`config.mk`:
```
export PLATFORM = sky130hd
export DESIGN_NAME = elelock_n
export DESIGN_NICKNAME = d
export VERILOG_FILES = /design/src/rtl/elelock_pkg.sv /design/src/rtl/tenkey_enc.sv /design/src/rtl/elelock_n.sv
export SDC_FILE = /design/constraint.sdc
export NUM_CORES = 1
export LEC_CHECK = 0
export BUFFER_PORTS_ARGS = -buffer_cell sky130_fd_sc_hd__buf_2
export CELL_PAD_IN_SITES_DETAIL_PLACEMENT = 0
export CELL_PAD_IN_SITES_GLOBAL_PLACEMENT = 1
export CORE_MARGIN = 10
export CORE_UTILIZATION = 48
export DETAILED_ROUTE_END_ITERATION = 8
export GPL_TIMING_DRIVEN = 0
export PLACE_DENSITY_LB_ADDON = 0.1
export SKIP_LAST_GASP = 1
export SLEW_MARGIN = 20
export SYNTH_ARGS = -nofsm -noshare
export SYNTH_HDL_FRONTEND = slang
export SYNTH_SLANG_ARGS = --single-unit
```
`constraint.sdc`:
```
create_clock -name ck -period 2.5 [get_ports ck]
set_input_delay 0.5 -clock ck [delete_from_list [all_inputs] [get_ports ck]]
set_output_delay 0.5 -clock ck [all_outputs]
set_load 0.01 [all_outputs]
```
`src/rtl/elelock_pkg.sv`:
```
// Shared types and constants for the electronic keypad lock.
// Holds the lock state encoding, the blank-digit value and the keypad decode helper.
package elelock_pkg;

  localparam int DIGIT_W = 4;
  localparam logic [DIGIT_W-1:0] BLANK = 4'hF;

  typedef enum logic [1:0] {
    ST_OPEN    = 2'd0,
    ST_LOCKED  = 2'd1,
    ST_LOCKOUT = 2'd2
  } state_t;

  // Index of the set key; only meaningful when exactly one key is down.
  function automatic logic [DIGIT_W-1:0] onehotToBcd(input logic [9:0] keys);
    logic [DIGIT_W-1:0] bcd;
    bcd = '0;
    for (int i = 0; i < 10; i++) begin
      if (keys[i]) bcd = DIGIT_W'(i);
    end
    return bcd;
  endfunction

endpackage

```
`src/rtl/tenkey_enc.sv`:
```
// Keypad front end: reports a digit for one cycle when a single key goes down
// from an all-released keypad; held keys and chords are ignored.
module tenkey_enc
  import elelock_pkg::*;
(
  input  logic               ck,
  input  logic               reset,
  input  logic [9:0]         i_tenkey,
  output logic               o_valid,
  output logic [DIGIT_W-1:0] o_digit
);

  logic [9:0] r_prev;
  logic       w_oneHot;

  always_ff @(posedge ck or posedge reset) begin
    if (reset) r_prev <= '0;
    else       r_prev <= i_tenkey;
  end

  assign w_oneHot = (i_tenkey != '0) && ((i_tenkey & (i_tenkey - 10'd1)) == '0);
  assign o_valid  = w_oneHot && (r_prev == '0);
  assign o_digit  = onehotToBcd(i_tenkey);

endmodule

```
`src/rtl/elelock_n.sv`:
```
// Digit-code door lock with sliding-window code matching.
// Define ELELOCK_ALARM_EN to enable failed-attempt counting, LOCKOUT and the alarm output.
module elelock_n
  import elelock_pkg::*;
#(
  parameter int DIGITS      = 4,
  parameter int MAX_FAIL    = 3,
  parameter int LOCKOUT_CYC = 16
) (
  input  logic       ck,
  input  logic       reset,
  input  logic [9:0] tenkey,
  input  logic       close,
  output logic       lock,
  output logic       alarm
);

`ifdef ELELOCK_ALARM_EN
  localparam bit AlarmEn = 1'b1;
`else
  localparam bit AlarmEn = 1'b0;
`endif

  localparam int KW = DIGITS * DIGIT_W;
  localparam int CW = $clog2(DIGITS + 1);
  localparam int FW = $clog2(MAX_FAIL + 1);
  localparam int LW = $clog2(LOCKOUT_CYC + 1);
  localparam logic [KW-1:0] BlankKey   = {DIGITS{BLANK}};
  localparam logic [CW-1:0] DigitsLast = CW'(DIGITS - 1);
  localparam logic [FW-1:0] FailLast   = FW'(MAX_FAIL - 1);
  localparam logic [LW-1:0] LockLoad   = LW'(LOCKOUT_CYC);
  localparam logic [LW-1:0] LockOne    = LW'(1);

  state_t             r_state, w_stateNext;
  logic               r_lock, w_lockNext;
  logic [KW-1:0]      r_key, r_secret, w_keyShift;
  logic [CW-1:0]      r_dcnt;
  logic [FW-1:0]      r_failCnt;
  logic [LW-1:0]      r_lockCnt;
  logic               w_accept, w_match, w_lastDigit, w_failLimit;
  logic [DIGIT_W-1:0] w_digit;
  logic               w_doClose, w_doShift, w_doMatch, w_doFail, w_doCount;
  logic               w_enterLockout, w_exitLockout;

  tenkey_enc u_enc (
    .ck      (ck),
    .reset   (reset),
    .i_tenkey(tenkey),
    .o_valid (w_accept),
    .o_digit (w_digit)
  );

  assign w_keyShift  = {r_key[KW-DIGIT_W-1:0], w_digit};
  assign w_match     = (w_keyShift == r_secret);
  assign w_lastDigit = (r_dcnt == DigitsLast);
  assign w_failLimit = AlarmEn && (r_failCnt == FailLast);

  always_ff @(posedge ck or posedge reset) begin
    if (reset) begin
      r_state <= ST_OPEN;
      r_lock  <= 1'b0;
    end else begin
      r_state <= w_stateNext;
      r_lock  <= w_lockNext;
    end
  end

  always_comb begin
    w_stateNext    = r_state;
    w_doClose      = 1'b0;
    w_doShift      = 1'b0;
    w_doMatch      = 1'b0;
    w_doFail       = 1'b0;
    w_doCount      = 1'b0;
    w_enterLockout = 1'b0;
    w_exitLockout  = 1'b0;
    case (r_state)
      ST_OPEN: begin
        if (close) begin
          w_doClose   = 1'b1;
          w_stateNext = ST_LOCKED;
        end else if (w_accept) begin
          w_doShift = 1'b1;
        end
      end
      ST_LOCKED: begin
        if (w_accept) begin
          w_doShift = 1'b1;
          if (w_match) begin
            w_doMatch   = 1'b1;
            w_stateNext = ST_OPEN;
          end else if (w_lastDigit) begin
            w_doFail = 1'b1;
            if (w_failLimit) begin
              w_enterLockout = 1'b1;
              w_stateNext    = ST_LOCKOUT;
            end
          end else begin
            w_doCount = 1'b1;
          end
        end
      end
      ST_LOCKOUT: begin
        if (r_lockCnt <= LockOne) begin
          w_exitLockout = 1'b1;
          w_stateNext   = ST_LOCKED;
        end
      end
      default: w_stateNext = ST_OPEN;
    endcase
  end

  always_comb begin
    w_lockNext = (w_stateNext != ST_OPEN);
  end

  // The key window is never cleared on a failed attempt so a code can straddle attempts.
  always_ff @(posedge ck or posedge reset) begin
    if (reset) begin
      r_key     <= BlankKey;
      r_secret  <= '0;
      r_dcnt    <= '0;
      r_failCnt <= '0;
      r_lockCnt <= '0;
    end else begin
      if (w_doClose) begin
        r_secret <= r_key;
        r_key    <= BlankKey;
        r_dcnt   <= '0;
      end else if (w_exitLockout) begin
        r_key     <= BlankKey;
        r_dcnt    <= '0;
        r_failCnt <= '0;
      end else begin
        if (w_doShift) r_key <= w_keyShift;
        if (w_doMatch) begin
          r_failCnt <= '0;
          r_dcnt    <= '0;
        end else if (w_doFail) begin
          if (AlarmEn) r_failCnt <= r_failCnt + 1'b1;
          r_dcnt <= '0;
        end else if (w_doCount) begin
          r_dcnt <= r_dcnt + 1'b1;
        end
      end
      if (w_enterLockout)              r_lockCnt <= LockLoad;
      else if (r_state == ST_LOCKOUT)  r_lockCnt <= r_lockCnt - 1'b1;
    end
  end

  assign lock = r_lock;

`ifdef ELELOCK_ALARM_EN
  logic r_alarm;

  always_ff @(posedge ck or posedge reset) begin
    if (reset) r_alarm <= 1'b0;
    else       r_alarm <= (w_stateNext == ST_LOCKOUT);
  end

  assign alarm = r_alarm;
`else
  assign alarm = 1'b0;
`endif

endmodule

```
# Yosys cells after proc, flatten, opt, wreduce, memory -nomap -nowiden
# Index checks and enable logic that the tools add are counted.
[word_totals]
reg_bits = 50
in_bits = 13
out_inout_bits = 2
wordCells = 45
[op_classes]
add_sub_neg = 2
magnitude_cmp = 1
eq_ne = 3
mux = 24
bitwise = 1
reduce_logical = 8
[op_table]
columns = ["operator", "n"]
rows = [
  ["$mux W16", 3],
  ["$logic_not A10 Y1", 2],
  ["$eq A16 B16 Y1", 1],
  ["$mux W2", 6],
  ["$mux W3", 4],
  ["$and A10 B10 Y10", 1],
  ["$reduce_bool A10 Y1", 1],
  ["$sub A10 B1 Y10 const B", 1],
  ["$mux W4", 2],
  ["$mux W1", 7],
  ["$pmux W2 S3", 1],
  ["$le A5 B1 Y1 const B", 1],
  ["$sub A5 B1 Y5 const B", 1],
  ["$reduce_bool A3 Y1", 1],
  ["$eq A2 B1 Y1 const B", 1],
  ["$eq A2 B2 Y1 const B", 1],
  ["$logic_and A1 B1 Y1", 2],
  ["$logic_not A2 Y1", 1],
  ["$pmux W1 S2", 1],
  ["$reduce_bool A2 Y1", 1],
]

# Logic depth before layout (Yosys ltp)
# Gate-level depths: netlist (run 1).
[logic_depth]
word_depth = 14
depth_mapped = 9

# Hierarchy
# From an unflattened synthesis (run 1), not the netlist that was laid out.
[unflattened]
hier_cells = 210
area_unflattened_um2 = 2361.0
[modules_own_cells]
columns = ["mod", "n_inst", "cells_per_inst", "area_each_um2"]
rows = [
  ["elelock_n", 1, 168, 1913.1],
  ["tenkey_enc", 1, 42, 447.9],
]

# Worst setup path after synthesis (run 1)
# No wires, ideal clock.
[synth_path]
path_kind = "input to register"
start = "in tenkey[6]"
end = "reg r_state[0]"
setup_time_ns = 0.149
arrival_time_ns = 1.886
required_time_ns = 2.351
path_slack_ns = 0.465
stages = 7
cell_sequence = "buf_2 -> or4_4 -> nor3_1 -> nor2_1 -> o32a_1 -> nor4b_2 -> a21oi_1"
[synth_between]
elab_chain_len = 8
[synth_lines]
columns = ["item", "line", "rtl"]
rows = [
  ["start, declared", "elelock_n.sv:12", "input logic [9:0] tenkey,"],
  ["branches (longest 6 deep; another with $sub A10 B1 Y10)", "-", ""],
  ["$mux W2 *", "elelock_n.sv:87", "if (w_accept) begin"],
  ["$pmux W2 S3 *", "elelock_n.sv:77", "case (r_state)"],
  ["named net w_stateNext[0]", "elelock_n.sv:34", "state_t r_state, w_stateNext;"],
  ["end signal, assigned", "elelock_n.sv:63", "r_state <= w_stateNext;"],
  ["end, declared", "elelock_n.sv:34", ""],
]
# Mark *: on every way through the listed nets, which the timed path passes.
# A chain may end at the register's enable or synchronous reset.

# Final worst setup path (run 1)
[layout_path]
start = "reg r_state[1]"
end = "reg r_secret[4]"
[layout_between]
elab_chain_len = 2
[layout_lines]
columns = ["item", "line", "rtl"]
rows = [
  ["$logic_not A2 Y1", "elelock_n.sv:77", ""],
  ["$mux W1", "elelock_n.sv:77", ""],
  ["end signal, assigned", "elelock_n.sv:127", "r_secret <= r_key;"],
  ["end, declared", "elelock_n.sv:36", "logic [KW-1:0] r_key, r_secret, w_keyShift;"],
]
# No other way between the ends.

==> results of run 1 <==
## registers in the layout, indices dropped and copies added, names as in the netlist
signal and count:
lock 1, u_enc.r_prev 10, r_secret 16, r_lockCnt 5, r_state 2, r_key 16
## cells in the final DEF, fill, tap and decap left out, drive strengths merged, types with 4 or more instances in the layout
master,instances
dfrtp,34
nand2,22
buf,20
mux2,16
dfstp,16
xor2,14
mux2i,14
clkbuf,11
nor2,7
o21ai,7
nor3,7
nor4,5
inv,5
nand2b,4
a21oi,4
xnor2,4
## power breakdown
part           internal, uW  switching, uW
clock                   199            244
combinational          41.3           60.3
sequential              841           16.2
total                  1080            321
## cell type report
| class | instances | area share [%] |
|---|---|---|
| buffer | 9 | 2.92 |
| timing repair buffer | 14 | 3.21 |
| multi-input combinational | 138 | 39.1 |
| tap | 67 | 3.16 |
| inverter | 5 | 0.708 |
| sequential | 50 | 47.9 |
| clock buffer | 8 | 3.02 |
## through the flow
stage / power (uW) / instance area, um2
after CTS: 1420 / 2650
final: 1400 / 2650
after floorplan: 932 / 2400
after global routing: 1470 / 2650
after global placement: 966 / 2550
after detailed placement: 975 / 2570
## layer usage
layer | global-route usage, % | wire, um
met1 | 14.5 | 2160
met2 | 18.3 | 2120
met3 | 2.33 | 154
met4 | 4.64 | 45
met5 | 0 | 0
## cell families (layout without fill, tap and decap cells)
kind of cell,after synthesis,count (layout)
flops,50,50
other cells,1,1
fa+ha+maj,2,2
xor+xnor,18,18
compound gates,30,30
mux,30,30
buf+inv,14,36
simple gates,57,57
## critical path, cell delays in order (launching register included)
cell,delay (ns)
dfrtp_1,0.44
nor3b_2,0.62
clkbuf_1,0.54
mux2_2,0.41
## final timing paths
check                                               from                   endpoint  slack (ns)  cells past startpoint
max in group asynchronous                          reset      r_key[10]$_DFFE_PP1P_        1.69                      3
worst min-delay path                               reset  u_enc.r_prev[5]$_DFF_PP0_        0.22                      2
worst max-delay path                r_state[1]$_DFF_PP0_    r_secret[4]$_DFFE_PP0P_        0.38                      3
worst min register to register  r_lockCnt[4]$_DFFE_PP0P_   r_lockCnt[4]$_DFFE_PP0P_        0.48                      1
worst max register to register      r_state[1]$_DFF_PP0_    r_secret[4]$_DFFE_PP0P_        0.38                      3
min in group ck                                tenkey[6]  u_enc.r_prev[6]$_DFF_PP0_        0.31                      1
==> out/metrics.cfg, run 1 <==
[logic_synthesis]
yosys.cell_count.top_type = dfrtp_1
synth_common_cells = dfrtp_1 (34), nand2_1 (22), dfstp_2 (16), mux2_2 (16)
synth_xor_area_share_pct = 6.58
synth_top_area_share_pct = 35.5
synth_area_mm2 = 0.00240
synth_nets = 217
synth_simple_gate_area_share_pct = 12.8
async_flop_share_pct = 100
synthAdderAreaFrac_pct = 1.04
synth_cells = 202
muxShareOfSynthArea_pct = 13.4
ys.flop_type = dfrtp_1
ys_ff_latch = 50
synth_edf_count = 0
seq_area_frac_synth_pct = 53.0
synth.distinct_cells = 44
synth_compound_area_share_pct = 8.98
ys_warn_count = 0
ys_top_cells_by_area = dfrtp_1 (35%), dfstp_2 (18%), mux2_2 (7.5%), mux2i_1 (5.8%), xor2_1 (5.1%)
avgSynthCellArea_um2 = 11.9
synth_top_family_by_area = multiplexers
synth_top_cell_by_area = dfrtp_1

[min_path]
hp-class = primary input to asynchronous set/reset pin

[final_layout]
final_util_pct = 55.4
regArea_mm2 = 0.00127
antenna_cells = 0
nFillCells = 442
fin_cells = 291
drive_above_1_share_pct = 29.9
nNetsFinal = 238
multi_input_area_mm2 = 0.00104
syn2layout_area_growth_pct = 10.6

[worst_setup_path]
worstPathRequired_ns = 2.68
worst_ep_arrival_time_ns = 2.30
end_kind = flip-flop
cp-start-kind = flip-flop
crit_fanout = 10
critical_path_class = flip-flop to flip-flop

[timing]
period_share_pct = 84.7
period_needed_ns = 2.12
worst_slack_ns = 0.382
rsz0062_at_grt = false
max_freq_mhz = 472
fin_setup_tns_ns = 0
max_slew_margin_pct = 53.7
whs_ns = 0.221
drv_slew = 0
finClkSkew_ns = 0.00879
final-hold-violation-count = 0
worst_pin_slew_ns = 0.691
setup_viol = 0

[placed_design]
gp_congestion = 0.793
portBuffers = 13
dp_cells = 283
pre_cts_slack_ns = -0.0353
hpwl_um = 3350

[drt]
drcViolationCount = 0
firstDrtPassIters = 4
vias_per_cell = 5.29
vias = 1538
ant_nets = 0
post_drt_wl_per_cell_um = 15.4
drtIter0Drc = 61
wl_um = 4470

[global_route]
gr-total-overflow = 0
antenna_found_initial = 0
track_usage_pct = 11.4
grt_pass1_wl_um = 7780
grt_max_degree = 29
grt_pass1_vias = 1618

[clock_network]
cts.clk_slew.worst_paths_ns = 0.09
cts_tree = built
cts_max_level = 2
cts_buffers = 5
clk_path_buf_depth = 2
hold_buffers = 0
clock_sinks = 50
cts_resized = 0
clock_latency_ns = 0.30
clockRootBuffer = clkbuf_8
post_cts_buffers = 0

[floorplanning]
row_count = 25
pin_count = 15
die_h_um = 90.7
initial_core_util_pct = 50.1
die_area_mm2 = 0.00822
core-area_mm2 = 0.00479
die_w_um = 90.7

[pwr]
p_per_area_mw_per_mm2 = 529
max-vdd-ir-drop_uv = 279
p_leak_uw = 0.00128

[job]
maxCapViolations = 0

[run_status]
status = finished, final reports clean

Note: power is estimated with default switching activity, not from simulation.
==> inputs of run 2 (changes only) <==
- CORE_UTILIZATION: 48 -> 44
- clock period: 2.5 -> 1.8 ns (I/O delays scaled with it)
==> out/metrics.cfg, run 2 (same netlist as run 1, synthesis figures left out) <==
[global_route]
grt_pass1_wl_um = 8900  ; +14%
gr-total-overflow = 0  ; unchanged
track_usage_pct = 12.8  ; +1.4 points
grt_pass1_vias = 1773  ; +9.6%
grt_max_degree = 32  ; +10%
antenna_found_initial = 0  ; unchanged

[worst_setup_path]
critical_path_class = flip-flop to flip-flop
r2r_end = r_key[9]$_DFFE_PP1P_
ff2ff_setup_slack_ns = -0.14  ; -0.52 ns
path_buf_inv = 2  ; +1
crit_chain = nor4_4 > nand4_1 > a211oi_2 > nand3b_4 > buf_12 > buf_4 > mux2i_1 > nand2_1
worstRegToRegCells = 8  ; +5
worst_ep_arrival_time_ns = 2.15  ; -0.15 ns
max_stage_delay_ns = 0.41  ; -0.21 ns
end_kind = flip-flop
crit_fanout = 5  ; -5
crit_family = simple AND/OR/NAND/NOR gates
cp-start-kind = flip-flop
crit_slowest_cell = dfrtp_1
worstPathRequired_ns = 2.02  ; -0.66 ns
r2r_start = u_enc.r_prev[4]$_DFF_PP0_

[timing]
finClkSkew_ns = 0.00806  ; -0.000728 ns
max_freq_mhz = 517  ; +9.4%
setup_viol = 18  ; +18
final-hold-violation-count = 0  ; unchanged
worst_slack_ns = -0.135  ; -0.517 ns
rsz0062_at_grt = true
period_share_pct = 108  ; +23 points
drv_slew = 0  ; unchanged
period_needed_ns = 1.94  ; -0.183 ns

[placed_design]
portBuffers = 13  ; unchanged
postPlaceCellArea_mm2 = 0.00259  ; +0.78%
hpwl_um = 3410  ; +1.8%
pre_cts_slack_ns = -0.681  ; -0.646 ns
gp_congestion = 0.792  ; -0.13%

[final_layout]
drive_above_1_share_pct = 37.2  ; +7.3 points
mostFrequentLayoutCell = dfrtp_1
nNetsFinal = 248  ; +4.2%
largestRegisters = r_key x16, r_secret x16, u_enc.r_prev x10
antenna_cells = 0  ; unchanged
nFillCells = 450  ; +1.8%
syn2layout_area_growth_pct = 20.0
mostFrequentLayoutCells = dfrtp_1 (34), nand2_1 (22), mux2_2 (16), dfstp_2 (16), xor2_1 (14)
fin_area_mm2 = 0.00288  ; +8.5%

[clock_network]
cts_max_level = 2  ; unchanged
clockRootBuffer = clkbuf_8
clock_sinks = 50  ; unchanged
clock_latency_ns = 0.30  ; about the same
cts_tree = built
cts_buffers = 5  ; unchanged
clk_path_buf_depth = 2  ; unchanged
cts.clk_slew.worst_paths_ns = 0.09  ; about the same

[drt]
drcViolationCount = 0  ; unchanged
ant_nets = 0  ; unchanged
vias = 1650  ; +7.3%
vias_per_cell = 5.43  ; +2.7%
post_drt_wl_per_cell_um = 16.8  ; +9.5%
drtIter0Drc = 53  ; -13%
firstDrtPassIters = 4  ; unchanged
wl_um = 5110  ; +14%

[floorplanning]
row_count = 26  ; +4.0%
initial_core_util_pct = 46.1  ; -4.0 points
core-area_mm2 = 0.00520  ; +8.8%
die_w_um = 93.8  ; +3.5%
die_area_mm2 = 0.00880  ; +7.1%
die_h_um = 93.8  ; +3.5%
pin_count = 15  ; unchanged

[run_status]
status = finished, violations left
violations = setup timing

[pwr]
p_per_area_mw_per_mm2 = 727  ; +37%
max-vdd-ir-drop_uv = 382  ; +37%
p_leak_uw = 0.00140  ; +9.6%

[min_path]
hp-class = primary input to asynchronous set/reset pin

[job]
maxCapViolations = 0  ; unchanged

[run 2: cell count changes in the layout (fill, tap and decap cells not counted), moves of 2 or more]
cell	before	now
buf_4	1	10
clkbuf_1	6	1
clkbuf_8	5	8
clkbuf_2	0	2
mux2i_1	14	12
[run 2: worst register-to-register path, delay by kind of cell (launching register included)]
kind                   cells  cell delay (ns)
muxes                      1             0.14
buffers and inverters      2             0.31
and+or+nand+nor            4             0.63
DFF                        1             0.41
AOI/OAI and AO/OA          1             0.35
[run 2: metal layers]
metal	share of wire (%)	up-vias	track usage (%)	wire length, um
li1	-	781	-	-
met1	45	830	15.3	2280
met2	49	31	21.4	2500
met3	4.5	8	3.36	231
met4	1.9	0	4.94	96
met5	0	-	0	0
[run 2: power by group]
part           switching [uW]  internal, uW
clock                     356           388
combinational            89.0          63.1
sequential               26.8          1170
total                     472          1620
[run 2: worst max path at each step]
stage,end,slack (ns),from,cells after the start
6_report,r_key[9]$_DFFE_PP1P_,-0.14,u_enc.r_prev[4]$_DFF_PP0_,8
5_1_grt,r_key[8]$_DFFE_PP1P_,-0.26,u_enc.r_prev[4]$_DFF_PP0_,8
4_1_cts,r_key[4]$_DFFE_PP1P_,-0.11,u_enc.r_prev[9]$_DFF_PP0_,8
3_5_place_dp,lock$_DFF_PP0_,-0.68,r_lockCnt[1]$_DFFE_PP0P_,8
3_3_place_gp,lock$_DFF_PP0_,-0.67,r_lockCnt[1]$_DFFE_PP0P_,8
2_1_floorplan,lock$_DFF_PP0_,-0.07,tenkey[6],7
[run 2: timing repair]
item	CTS	global route
endpoints found under the setup margin	28	18
pin swaps	9	7
buffers inserted	9	0
gates cloned	1	0
hold buffers	0	0
gates resized for setup	11	5
[run 2: stage by stage]
| stage | total power, uW | utilization, % | hold slack [ns] | cells | setup TNS (ns) |
|---|---|---|---|---|---|
| 2_1_floorplan | 1300 | - | 0.391 | 202 | -0.124 |
| 3_3_place_gp | 1350 | 49.3 | 0.456 | 285 | -18.86 |
| 3_5_place_dp | 1360 | 49.7 | 0.388 | 286 | -10.34 |
| 4_1_cts | 2110 | 54.6 | 0.0524 | 304 | -0.998 |
| 5_1_grt | 2200 | 55.3 | 0.0822 | 304 | -3.91 |
| 6_report | 2090 | 55.3 | 0.0434 | 304 | -1.95 |
[run 2: area by class of cell]
class	instances	area (um2)	share of cell area (%)
Sequential cell	50	1270	44.2
Buffer	9	98.8	3.43
Inverter	5	18.8	0.652
Tap cell	70	87.6	3.04
Timing Repair Buffer	24	180	6.26
Multi-Input combinational cell	138	1110	38.6
Clock buffer	8	110	3.83
